$ cat src/rtl/decode_stage.sv
// decode_stage: registered instruction-decode stage for the 16-bit core.
// Tracks the last FWD_DEPTH issued slots to produce per-operand forwarding
// selects, and supports flush plus a valid/ready handshake.
// Optional feature macro: DECODE_LOAD_USE_EN (load-use interlock and
// saturating stall counter). Without it, loads forward like any writer.
module decode_stage #(
  parameter int unsigned FWD_DEPTH = 2,
  parameter int unsigned SEL_W     = $clog2(FWD_DEPTH + 1)
) (
  input  logic             clk,
  input  logic             rst_n,
  input  logic             in_valid,
  input  logic [15:0]      in_instr,
  output logic             in_ready,
  input  logic             out_ready,
  input  logic             flush,
  output logic             out_valid,
  output logic [15:0]      out_instr,
  output logic [3:0]       alu_sel,
  output logic             wr_en,
  output logic [2:0]       wr_addr,
  output logic             mem_re,
  output logic             mem_we,
  output logic             pc_load,
  output logic [2:0]       cond,
  output logic [SEL_W-1:0] fwd_a,
  output logic [SEL_W-1:0] fwd_b,
  output logic [15:0]      stall_cnt
);

  typedef struct packed {
    logic             valid;
    logic [15:0]      instr;
    logic [3:0]       alu;
    logic             wr_en;
    logic [2:0]       wr_addr;
    logic             mem_re;
    logic             mem_we;
    logic             pc_load;
    logic [2:0]       cond;
    logic [SEL_W-1:0] fwd_a;
    logic [SEL_W-1:0] fwd_b;
  } stage_t;

  // Instruction fields
  logic [1:0] op;
  logic [2:0] ra;
  logic [2:0] rb;
  logic [3:0] func;
  logic [4:0] top5;

  assign op   = in_instr[15:14];
  assign ra   = in_instr[13:11];
  assign rb   = in_instr[10:8];
  assign func = in_instr[7:4];
  assign top5 = in_instr[15:11];

  // Decoded attributes of in_instr
  logic       dec_wr;
  logic [2:0] dec_dst;
  logic       rd_a;
  logic       rd_b;
  logic [3:0] dec_alu;

  // History: index 0 is the instruction currently in the output register
  logic [FWD_DEPTH-1:0] hist_wr_q;
  logic [FWD_DEPTH-1:0] hist_wr_d;
  logic [2:0]           hist_dst_q [FWD_DEPTH];
  logic [2:0]           hist_dst_d [FWD_DEPTH];

  logic [SEL_W-1:0] fwd_a_d;
  logic [SEL_W-1:0] fwd_b_d;
  logic             stall;
  logic             take;

  stage_t stage_q;
  stage_t stage_d;
  stage_t dec_stage;
  stage_t bubble;

  // Classify in_instr: writer/destination, operand reads and ALU operation
  always_comb begin
    dec_wr  = 1'b0;
    dec_dst = rb;
    rd_a    = 1'b0;
    rd_b    = 1'b0;
    dec_alu = 4'b1111;
    case (op)
      2'b11: begin
        dec_wr  = (func <= 4'b1100) && (func != 4'b0101) && (func != 4'b0111);
        dec_dst = rb;
        rd_a    = (func <= 4'b0110) || (func == 4'b1101);
        rd_b    = (func <= 4'b0101) || ((func >= 4'b1000) && (func <= 4'b1011));
        case (func)
          4'b0101: dec_alu = 4'b0001;
          4'b0110: dec_alu = 4'b1100;
          default: dec_alu = func;
        endcase
      end
      2'b00: begin
        dec_wr  = 1'b1;
        dec_dst = ra;
        rd_b    = 1'b1;
        dec_alu = 4'b0000;
      end
      2'b01: begin
        rd_a    = 1'b1;
        rd_b    = 1'b1;
        dec_alu = 4'b0000;
      end
      default: begin
        case (top5)
          5'b10000: begin
            dec_wr  = 1'b1;
            dec_dst = rb;
            dec_alu = 4'b1100;
          end
          5'b10001: begin
            dec_wr  = 1'b1;
            dec_dst = rb;
            rd_b    = 1'b1;
            dec_alu = 4'b0000;
          end
          5'b10100, 5'b10111: dec_alu = 4'b0000;
          default:            dec_alu = 4'b1111;
        endcase
      end
    endcase
  end

  // Forwarding select: nearest history slot that writes the operand register
  always_comb begin
    logic found_a;
    logic found_b;
    fwd_a_d = '0;
    fwd_b_d = '0;
    found_a = 1'b0;
    found_b = 1'b0;
    for (int unsigned k = 0; k < FWD_DEPTH; k++) begin
      if (!found_a && rd_a && hist_wr_q[k] && (hist_dst_q[k] == ra)) begin
        fwd_a_d = SEL_W'(k + 1);
        found_a = 1'b1;
      end
      if (!found_b && rd_b && hist_wr_q[k] && (hist_dst_q[k] == rb)) begin
        fwd_b_d = SEL_W'(k + 1);
        found_b = 1'b1;
      end
    end
  end

`ifdef DECODE_LOAD_USE_EN
  logic [FWD_DEPTH-1:0] hist_ld_q;
  logic [FWD_DEPTH-1:0] hist_ld_d;
  logic                 dec_is_ld;
  logic [15:0]          stall_cnt_q;
  logic [15:0]          stall_cnt_d;

  assign dec_is_ld = (op == 2'b00);

  // Load in the output register feeding an operand of the incoming instruction
  assign stall = in_valid && hist_wr_q[0] && hist_ld_q[0] &&
                 ((rd_a && (hist_dst_q[0] == ra)) || (rd_b && (hist_dst_q[0] == rb)));
`else
  assign stall = 1'b0;
`endif

  assign in_ready = out_ready & ~stall & ~flush;
  assign take     = in_valid & ~stall;

  // Build the decoded stage contents and the bubble pattern
  always_comb begin
    bubble               = '0;
    bubble.alu           = 4'b1111;
    dec_stage            = '0;
    dec_stage.valid      = 1'b1;
    dec_stage.instr      = in_instr;
    dec_stage.alu        = dec_alu;
    dec_stage.wr_en      = dec_wr;
    dec_stage.wr_addr    = dec_wr ? dec_dst : 3'd0;
    dec_stage.mem_re     = (op == 2'b00);
    dec_stage.mem_we     = (op == 2'b01);
    dec_stage.pc_load    = (top5 == 5'b10100) || (top5 == 5'b10111);
    dec_stage.cond       = rb;
    dec_stage.fwd_a      = fwd_a_d;
    dec_stage.fwd_b      = fwd_b_d;
  end

  // Next stage/history: flush over advance over hold; bubbles push non-writers
  always_comb begin
    stage_d    = stage_q;
    hist_wr_d  = hist_wr_q;
    hist_dst_d = hist_dst_q;
`ifdef DECODE_LOAD_USE_EN
    hist_ld_d  = hist_ld_q;
`endif
    if (flush) begin
      stage_d    = bubble;
      hist_wr_d  = '0;
      hist_dst_d = '{default: '0};
`ifdef DECODE_LOAD_USE_EN
      hist_ld_d  = '0;
`endif
    end else if (out_ready) begin
      stage_d = take ? dec_stage : bubble;
      for (int unsigned k = 1; k < FWD_DEPTH; k++) begin
        hist_wr_d[k]  = hist_wr_q[k-1];
        hist_dst_d[k] = hist_dst_q[k-1];
`ifdef DECODE_LOAD_USE_EN
        hist_ld_d[k]  = hist_ld_q[k-1];
`endif
      end
      hist_wr_d[0]  = take & dec_wr;
      hist_dst_d[0] = dec_dst;
`ifdef DECODE_LOAD_USE_EN
      hist_ld_d[0]  = take & dec_is_ld;
`endif
    end
  end

  // Stage and history registers
  always_ff @(posedge clk or negedge rst_n) begin
    if (!rst_n) begin
      stage_q     <= '0;
      stage_q.alu <= 4'b1111;
      hist_wr_q   <= '0;
      hist_dst_q  <= '{default: '0};
    end else begin
      stage_q    <= stage_d;
      hist_wr_q  <= hist_wr_d;
      hist_dst_q <= hist_dst_d;
    end
  end

`ifdef DECODE_LOAD_USE_EN
  // Load flags of history slots
  always_ff @(posedge clk or negedge rst_n) begin
    if (!rst_n) hist_ld_q <= '0;
    else        hist_ld_q <= hist_ld_d;
  end

  // Count stall bubbles inserted on advance cycles, saturating
  always_comb begin
    stall_cnt_d = stall_cnt_q;
    if (!flush && out_ready && stall && (stall_cnt_q != 16'hFFFF))
      stall_cnt_d = stall_cnt_q + 16'd1;
  end

  // Stall counter register
  always_ff @(posedge clk or negedge rst_n) begin
    if (!rst_n) stall_cnt_q <= '0;
    else        stall_cnt_q <= stall_cnt_d;
  end

  assign stall_cnt = stall_cnt_q;
`else
  assign stall_cnt = '0;
`endif

  assign out_valid = stage_q.valid;
  assign out_instr = stage_q.instr;
  assign alu_sel   = stage_q.alu;
  assign wr_en     = stage_q.wr_en;
  assign wr_addr   = stage_q.wr_addr;
  assign mem_re    = stage_q.mem_re;
  assign mem_we    = stage_q.mem_we;
  assign pc_load   = stage_q.pc_load;
  assign cond      = stage_q.cond;
  assign fwd_a     = stage_q.fwd_a;
  assign fwd_b     = stage_q.fwd_b;

endmodule

$ cat config.mk
export PLATFORM = sky130hd
export DESIGN_NAME = decode_stage
export DESIGN_NICKNAME = d
export VERILOG_FILES = /design/src/rtl/decode_stage.sv
export SDC_FILE = /design/constraint.sdc
export NUM_CORES = 1
export LEC_CHECK = 0
export ABC_AREA = 1
export ABC_CLOCK_PERIOD_IN_PS = 1900
export CELL_PAD_IN_SITES_DETAIL_PLACEMENT = 1
export CELL_PAD_IN_SITES_GLOBAL_PLACEMENT = 1
export CORE_UTILIZATION = 34
export DETAILED_ROUTE_END_ITERATION = 7
export GPL_ROUTABILITY_DRIVEN = 0
export GPL_TIMING_DRIVEN = 1
export PLACE_DENSITY = 0.83
export SLEW_MARGIN = 20
export SYNTH_ARGS = -nofsm -noshare
export SYNTH_HDL_FRONTEND = slang
export SYNTH_SLANG_ARGS = --single-unit
$ cat constraint.sdc
create_clock -name clk -period 1.9 [get_ports clk]
set_input_delay 0.38 -clock clk [delete_from_list [all_inputs] [get_ports clk]]
set_output_delay 0.38 -clock clk [all_outputs]
set_load 0.01 [all_outputs]
==> summary.md, run 1 <==
| Metric | Value |
|---|---|
| Status | `completed` |
| Synth Cell Area | `2040 um^2` |
| Remaining Overflow, GRT | `0` |
| Drt first pass iters | `4` |
| Met2 routed WL | `2880 um` |
| Final setup TNS | `0 ns` |
| Min Clock Period, post-route | `1.75 ns` |
| Crit share post-route | `92.1%` |
| Number of port buffers | `56` |
| Peak Freq | `0.572 GHz` |
| Initial DRC count | `73` |
| Synth unique cells | `21` |
| Yosys warning count | `0` |
| GR Util All Layers | `19.9%` |
| Final Slew Violations | `0` |
| # nets final | `351` |
| Avg Cell Area, Syn | `7.67 um^2` |
| CP Capture Type | `output port` |
| Register area | `981 um^2` |
| Pwr Density | `693 nW/um^2` |
| Vias in the first global route | `1,907` |
| Initial antenna violation count | `0` |
| CP top delay family | `flip-flops` |
| Via density | `4.77` |
| CP max stage delay | `0.54 ns` |
| Pint | `1.43 mW` |
| Worst path bufs/invs | `1` |
| DP HPWL | `4350 um` |
| Crit path DAT | `1.37 ns` |
| Cell Rows | `27` |
| Routed length on met1 | `2610 um` |
| Yosys reg bits | `39` |
| Clk pwr share | `37.4%` |
| Core area | `5640 um^2` |
| CTS HTree Levels | `2` |
| Clock buffer depth | `2` |
| TritonCTS clock tree | `done` |
| Final-layout fill cell count | `703` |
| Die X-Extent | `79.5 um` |
| WP depth | `1` |
| Post-DRT Antenna Nets | `0` |
| Final hold vios | `0` |
| Multi-input combinational cell area | `820 um^2` |
| Via count | `1,921` |
| First-pass GRT wire length | `9410 um` |
| Post-Place Setup Slack | `-0.0664 ns` |
| Most frequent cells in the layout | `nand2_1 (83), clkdlybuf4s50_1 (54), dfrtp_1 (35), inv_1 (32), nor2_1 (27)` |
| Sequential share of the synthesized area | `48.1%` |
| Worst skew pair latency | `0.30 ns` |
| Share of layout cells above drive strength 1 | `7.85%` |
| Total CTS buffers | `5` |
| Critical path type | `flip-flop to output port` |
| DR WL/cell | `14.3 um` |
| DRC viols | `0` |
| Worst endpoint required time | `1.52 ns` |
| Commonest non-fill, non-tap cell in the layout | `nand2_1` |
| Pin count of the biggest net entering global routing | `21` |
| Final setup viols | `0` |
| Initial Util | `36.1%` |
| Max layer used | `met4` |
| # diodes | `0` |
| Die area | `6310 um^2` |
| Lkg Pwr | `1.36 nW` |
| CTS sink cnt | `39` |
| CP max stage cell | `dfstp_2` |
| Power Total | `1.93 mW` |
| Post-synthesis instance total | `266` |
| Maximum VDD drop | `0.411 mV` |
| CP Launch Type | `flip-flop` |
| Sw Pwr | `0.503 mW` |
| WHS | `0.0330 ns` |
| Combinational share of power | `16.9%` |
| Fin worst setup slack | `0.151 ns` |
| Clk slew on worst S/H paths | `0.08 ns` |
| RSZ-0062 raised after global routing | `no` |
| CTS root buffer | `clkbuf_8` |
| CP Max Fanout | `2` |
| Sequential power share | `45.7%` |
| CP Cell Sequence | `clkdlybuf4s50_1` |
| Area delta synth->final | `36.7%` |
| Reg2reg path depth | `7` |
| I/O Pins | `73` |
| Fin Clk Skew | `0.00645 ns` |
| Routed length on met3 | `183 um` |
| Final WL | `5750 um` |
| Post-CTS Setup Inserts | `0` |
| Sw Share | `26.1%` |
| Die height | `79.5 um` |
| Max capacitance violation total | `0` |
| Hold Crit Class | `primary input to async pin` |
[state kept, by name (all words and copies together), names as in the netlist]
name and flops:
wr_addr 3, mem_re 1, fwd_b 2, wr_en 1, out_instr 16, mem_we 1, alu_sel 4, pc_load 1
fwd_a 2, hist_wr_q 1, hist_dst_q 6, out_valid 1
[cell type report]
cell class              count  area share, %
flip-flops and latches     39           35.2
multi-input cells         185           29.4
repair buffers             66           23.5
inverters                  33           4.53
well taps                  72           3.23
clock buffers               6           2.96
clock inverters             2           1.26
[final timing paths]
kind                                           start                   endpoint  slack (ns)
max                           alu_sel[3]$_DFFE_PN1P_                 alu_sel[3]        0.15
min in group clk               out_valid$_DFFE_PN0P_      out_valid$_DFFE_PN0P_        0.48
max reg2reg                hist_dst_q[3]$_DFFE_PN0P_       fwd_b[1]$_DFFE_PN0P_        0.81
min reg2reg                    out_valid$_DFFE_PN0P_      out_valid$_DFFE_PN0P_        0.48
min                                            rst_n  out_instr[10]$_DFFE_PN0P_        0.03
max in group asynchronous                      rst_n     alu_sel[2]$_DFFE_PN1P_        1.31
[per-layer routing]
metal  vias up  GRT usage (%)
li1        932              -
met1       936           25.4
met2        47           33.8
met3         6           3.89
met4         0           6.00
met5         -              0
[logic make-up (layout without fill, tap and decap cells)]
kind of cell              count (synthesis)  count (layout)  share of synthesized area, %
and+or+nand+nor                         128             128                          25.5
buffers and inverters                    57             107                          14.5
xor gates and xnor gates                  1               1                         0.430
AOI/OAI and AO/OA                        40              40                          11.3
DFF                                      39              39                          48.1
other                                     1              16                         0.184
[through the flow]
stage	cells	utilization [%]	area [um^2]
final	403	49.4	2790
after global routing	403	49.4	2790
after CTS	403	49.4	2790
after detailed placement	395	47.4	2670
after global placement	395	47.4	2670
after floorplan	281	-	2100
[power by group through the flow]
stage | Combinational, mW | Sequential (mW) | Clock, mW
final | 0.327 | 0.882 | 0.722
after global routing | 0.362 | 0.886 | 0.775
after CTS | 0.329 | 0.882 | 0.734
after detailed placement | 0.325 | 0.898 | 0
after global placement | 0.317 | 0.896 | 0
after floorplan | 0.159 | 0.907 | 0
[synth_stat cells]
| cell type | number | share of area [%] |
|---|---|---|
| o21ai_1 | 2 | 0.49 |
| o21ai_0 | 22 | 5.4 |
| clkbuf_1 | 1 | 0.18 |
| o211ai_1 | 1 | 0.37 |
| a22o_1 | 5 | 2.1 |
| buf_4 | 20 | 7.4 |
| xnor2_1 | 1 | 0.43 |
| o21bai_1 | 1 | 0.37 |
| nor2_1 | 27 | 5.0 |
| conb_1 | 1 | 0.18 |
| dfrtp_1 | 35 | 43 |
| buf_2 | 3 | 0.74 |
| inv_4 | 1 | 0.31 |
| nand3_1 | 12 | 2.9 |
| nor2_4 | 2 | 1.1 |
| nand4_1 | 4 | 1.2 |
| dfstp_2 | 4 | 5.2 |
| nand2_1 | 83 | 15 |
| o22ai_1 | 5 | 1.5 |
| a21oi_1 | 4 | 0.98 |
| inv_1 | 32 | 5.9 |
[timing repair]
action / 4_1_cts / 5_1_grt
setup endpoints to repair: 1 / 0
hold buffers: 0 / 0
resized for setup: 1 / 0
Power figures use the tool's default switching activity.
==> run 2, diff against run 1 <==
--- a/config.mk
+++ b/config.mk
@@ -7,13 +7,13 @@
 export LEC_CHECK = 0
 export ABC_AREA = 1
 export ABC_CLOCK_PERIOD_IN_PS = 1900
-export CELL_PAD_IN_SITES_DETAIL_PLACEMENT = 1
-export CELL_PAD_IN_SITES_GLOBAL_PLACEMENT = 1
-export CORE_UTILIZATION = 34
+export CELL_PAD_IN_SITES_DETAIL_PLACEMENT = 0
+export CELL_PAD_IN_SITES_GLOBAL_PLACEMENT = 2
+export CORE_UTILIZATION = 25
 export DETAILED_ROUTE_END_ITERATION = 7
 export GPL_ROUTABILITY_DRIVEN = 0
 export GPL_TIMING_DRIVEN = 1
-export PLACE_DENSITY = 0.83
+export PLACE_DENSITY = 0.8
 export SLEW_MARGIN = 20
 export SYNTH_ARGS = -nofsm -noshare
 export SYNTH_HDL_FRONTEND = slang
==> summary.md, run 2 (same netlist as run 1, synthesis figures left out) <==
| Metric | Value |
|---|---|
| Worst skew pair latency | `0.29 ns` |
| Status | `completed` |
| Pwr Density | `680 nW/um^2` |
| Clk pwr share | `37.5%` |
| Post-CTS Hold Buffers | `0` |
| Number of port buffers | `56` |
| Remaining Overflow, GRT | `0` |
| TritonCTS clock tree | `done` |
| Placed cell area | `2700 um^2` |
| First-pass GRT wire length | `8850 um` |
| Final-layout fill cell count | `848` |
| Commonest non-fill, non-tap cell in the layout | `nand2_1` |
| Crit path DAT | `1.37 ns` |
| Sw Share | `25.6%` |
| Power Total | `1.92 mW` |
| Pin count of the biggest net entering global routing | `27` |
| Die area | `8520 um^2` |
| Combinational share of power | `16.5%` |
| Finished Cell Area | `2820 um^2` |
| Post-DRT Antenna Nets | `0` |
| Share of layout cells above drive strength 1 | `7.58%` |
| Vias in the first global route | `1,784` |
| DR WL/cell | `12.2 um` |
| DRC viols | `0` |
| CTS HTree Levels | `2` |
| Total CTS buffers | `5` |
| # nets final | `350` |
| Via count | `1,800` |
| Critical path type | `primary input to output port` |
| Initial DRC count | `105` |
| CP Max Fanout | `2` |
| Maximum VDD drop | `0.278 mV` |
| CTS sink cnt | `39` |
| Via density | `4.17` |
| Initial antenna violation count | `0` |
| Pint | `1.43 mW` |
| Final hold vios | `0` |
| Core area | `7810 um^2` |
| Min Clock Period, post-route | `1.75 ns` |
| Sequential power share | `46.0%` |
| DP HPWL | `4070 um` |
| Final WL | `5280 um` |
| Initial Util | `26.1%` |
| Fin Clk Skew | `0.00343 ns` |
| R2R Setup Slk | `0.83 ns` |
| Crit share post-route | `91.9%` |
| Post-Place Setup Slack | `-0.175 ns` |
| Lkg Pwr | `1.35 nW` |
| Worst endpoint required time | `1.52 ns` |
| I/O Pins | `73` |
| CP Capture Type | `output port` |
| CP Launch Type | `primary input` |
| Clock buffer depth | `2` |
| Largest register FFs | `16` |
| Sw Pwr | `0.490 mW` |
| Peak Freq | `0.573 GHz` |
| # diodes | `0` |
| Area delta synth->final | `38.2%` |
| Hold Crit Class | `primary input to async pin` |
| Final setup viols | `0` |
| GR Util All Layers | `13.5%` |
| Drt first pass iters | `4` |
| FF-to-FF End | `fwd_b[1]$_DFFE_PN0P_` |
| Die height | `92.3 um` |
| Most frequent cells in the layout | `nand2_1 (83), clkdlybuf4s50_1 (53), dfrtp_1 (35), inv_1 (32), nor2_1 (27)` |
| Final core utilization | `36.1%` |
| Die X-Extent | `92.3 um` |
| Final Slew Violations | `0` |
| CTS root buffer | `clkbuf_8` |
| Max capacitance violation total | `0` |
| Reg2reg path depth | `7` |
| Reg-to-Reg Start | `hist_dst_q[3]$_DFFE_PN0P_` |
| Fin worst setup slack | `0.154 ns` |
| RSZ-0062 raised after global routing | `no` |
| Post-CTS Setup Inserts | `0` |
| Clk slew on worst S/H paths | `0.08 ns` |
| Cell Rows | `32` |
run 2: cell types whose count changed in the layout (fill, tap and decap cells not counted):
cell	delta
buf_4	-1
clkdlybuf4s50_1	-1
dlygate4sd2_1	+1
run 2: repair_timing:
action	CTS	global route
endpoints found under the setup margin	1	0
hold endpoints to repair	0	0
resized for setup	2	0
run 2: worst max-delay path, cell delays in order:
cell,delay [ns]
clkdlybuf4s50_1,0.47
inv_1,0.05
nand2_1,0.10
inv_1,0.07
dlygate4sd2_1,0.28
run 2: routing by layer:
layer | wire [um] | vias to the layer above | track usage (%)
met2 | 2310 | 54 | 20.4
met1 | 2630 | 805 | 18.9
met3 | 227 | 9 | 2.96
met4 | 114 | 0 | 4.56
li1 | - | 932 | -
met5 | 0 | - | 0
run 2: cell type report:
cell class | count | area [um^2] | share of cell area (%)
Multi-Input combinational cell | 185 | 820 | 29.1
Clock buffer | 6 | 82.6 | 2.93
Timing Repair Buffer | 65 | 646 | 22.9
Clock inverter | 2 | 35.0 | 1.24
Sequential cell | 39 | 981 | 34.8
Inverter | 33 | 126 | 4.48
Tap cell | 102 | 128 | 4.53
run 2: how the worst max path moves through the flow:
| stage | from | end | slack, ns | cells after the start |
|---|---|---|---|---|
| 2_1_floorplan | flush | in_ready | 0.82 | 3 |
| 3_5_place_dp | out_ready | in_ready | -0.18 | 4 |
| 5_1_grt | flush | in_ready | 0.09 | 5 |
| 4_1_cts | flush | in_ready | 0.13 | 5 |
| 3_3_place_gp | out_ready | in_ready | -0.18 | 4 |
| 6_report | flush | in_ready | 0.15 | 5 |
run 2: through the flow:
| stage | hold slack (ns) | std cells | setup TNS, ns |
|---|---|---|---|
| floorplan | 0.0844 | 281 | 0 |
| global placement | 0.349 | 424 | -0.177 |
| detailed placement | 0.356 | 424 | -0.175 |
| CTS | 0.0387 | 432 | 0 |
| global route | 0.0598 | 432 | 0 |
| finish | 0.0268 | 432 | 0 |
run 2: power by group through the flow:
stage / sequential, mW / combinational, mW / clock (mW)
2_1_floorplan: 0.907 / 0.159 / 0
3_3_place_gp: 0.897 / 0.322 / 0
3_5_place_dp: 0.898 / 0.322 / 0
4_1_cts: 0.882 / 0.322 / 0.741
5_1_grt: 0.886 / 0.357 / 0.766
6_report: 0.881 / 0.317 / 0.718
==> run 3, diff against run 2 <==
--- a/config.mk
+++ b/config.mk
@@ -13,6 +13,7 @@
 export DETAILED_ROUTE_END_ITERATION = 7
 export GPL_ROUTABILITY_DRIVEN = 0
 export GPL_TIMING_DRIVEN = 1
+export HOLD_SLACK_MARGIN = 0.05
 export PLACE_DENSITY = 0.8
 export SLEW_MARGIN = 20
 export SYNTH_ARGS = -nofsm -noshare
==> summary.md, run 3 (same netlist as run 1, synthesis figures left out) <==
| Metric | Value |
|---|---|
| Die X-Extent | `92.3 um` |
| Final WL | `5290 um` |
| Pwr Density | `678 nW/um^2` |
| Die height | `92.3 um` |
| Cells after DPL | `424` |
| Status | `completed` |
| Worst endpoint required time | `1.52 ns` |
| Vias in the first global route | `1,787` |
| # nets final | `351` |
| Final Slew Violations | `0` |
| Clock buffer depth | `2` |
| Critical path type | `primary input to output port` |
| Post-DRT Antenna Nets | `0` |
| Met2 routed WL | `2310 um` |
| Initial Util | `26.1%` |
| CP Launch Type | `primary input` |
| CTS HTree Levels | `2` |
| Most frequent cells in the layout | `nand2_1 (83), clkdlybuf4s50_1 (53), dfrtp_1 (35), inv_1 (32), nor2_1 (27)` |
| Max layer used | `met4` |
| Initial antenna violation count | `0` |
| Final setup TNS | `0 ns` |
| FF-to-FF End | `fwd_b[1]$_DFFE_PN0P_` |
| Final setup viols | `0` |
| Maximum VDD drop | `0.278 mV` |
| # diodes | `0` |
| Max capacitance violation total | `0` |
| Min Clock Period, post-route | `1.75 ns` |
| Peak Freq | `0.572 GHz` |
| GR Util All Layers | `13.5%` |
| Cell Rows | `32` |
| CP Max Fanout | `2` |
| Core area | `7810 um^2` |
| First-pass GRT wire length | `8870 um` |
| Share of layout cells above drive strength 1 | `7.55%` |
| Reg-to-Reg Start | `hist_dst_q[3]$_DFFE_PN0P_` |
| Worst skew pair latency | `0.29 ns` |
| CP max stage delay | `0.47 ns` |
| Drt first pass iters | `4` |
| Fin Clk Skew | `0.00229 ns` |
| CTS root buffer | `clkbuf_8` |
| Number of port buffers | `56` |
| DP HPWL | `4070 um` |
| CP max stage cell | `clkdlybuf4s50_1` |
| CTS sink cnt | `39` |
| Remaining Overflow, GRT | `0` |
| Largest register FFs | `16` |
| Cells on Worst Hold Path | `2` |
| Lkg Pwr | `1.36 nW` |
| Routed length on met3 | `212 um` |
| Routed length on met1 | `2660 um` |
| Final core utilization | `36.2%` |
| Final hold vios | `0` |
| Crit path DAT | `1.37 ns` |
| CP most frequent cell | `inv_1` |
| Die area | `8520 um^2` |
| Via density | `4.17` |
| Commonest non-fill, non-tap cell in the layout | `nand2_1` |
| Reg2reg path depth | `7` |
| Hold Crit Class | `flip-flop to flip-flop` |
| WHS Endpoint | `out_valid$_DFFE_PN0P_` |
| DRC viols | `0` |
| R2R Setup Slk | `0.83 ns` |
| I/O Pins | `73` |
| Crit share post-route | `92.0%` |
| CP Cell Sequence | `clkdlybuf4s50_1 > inv_1 > nand2_1 > inv_1 > dlygate4sd2_1` |
| Initial DRC count | `92` |
| Pin count of the biggest net entering global routing | `27` |
| CP Capture Type | `output port` |
| Hold path startpoint | `out_valid$_DFFE_PN0P_` |
| Area delta synth->final | `38.7%` |
| Clk slew on worst S/H paths | `0.08 ns` |
| DR WL/cell | `12.2 um` |
| Via count | `1,805` |
| RSZ-0062 raised after global routing | `no` |
| Non-filler cells, final | `433` |
| Total CTS buffers | `5` |
| TritonCTS clock tree | `done` |
run 3: cell count changes in the layout (fill, tap and decap cells not counted), sizes merged:
cell,previous run,this run
dlygate4sd3,0,1
run 3: cell type report:
cell class              instances  area (um^2)
clock buffers                   6         82.6
flip-flops and latches         39          981
clock inverters                 2         35.0
multi-input cells             185          820
fillers                       849         4980
well taps                     102          128
repair buffers                 66          656
inverters                      33          126
run 3: stage by stage:
stage               power (mW)  worst slack [ns]  hold WS [ns]  cell area, um^2
floorplan                 1.07             0.820        0.0844             2100
global placement          1.22            -0.177         0.349             2700
detailed placement        1.22            -0.175         0.356             2700
CTS                       1.95             0.132         0.480             2830
global route              2.01            0.0945         0.518             2830
finish                    1.92             0.152         0.473             2830
run 3: how the worst max path moves through the flow:
stage / slack (ns) / end / start
after detailed placement: -0.18 / in_ready / out_ready
after global placement: -0.18 / in_ready / out_ready
after floorplan: 0.82 / in_ready / flush
final: 0.15 / in_ready / flush
after CTS: 0.13 / in_ready / flush
after global routing: 0.09 / in_ready / flush
run 3: routing by layer:
layer	track usage [%]	vias to the layer above
met3	2.96	9
met5	0	-
li1	-	934
met4	4.56	0
met1	19.0	810
met2	20.4	52
run 3: worst max-delay path, delay by kind of cell:
| family | cells | cell delay (ns) |
|---|---|---|
| buffers and inverters | 4 | 0.87 |
| and+or+nand+nor | 1 | 0.10 |
run 3: repair_timing:
action | 4_1_cts | 5_1_grt
gates resized for setup | 2 | 0
endpoints found under the hold margin | 13 | 0
setup buffers | 0 | 0
hold buffers | 1 | 0
setup endpoints to repair | 1 | 0
run 3: power breakdown:
group	leakage, nW	total (mW)	switching (mW)	internal (mW)
registers	0.521	0.881	0.0179	0.863
logic	0.776	0.318	0.179	0.139
clock network	0.0612	0.719	0.294	0.425
total	1.36	1.92	0.491	1.43
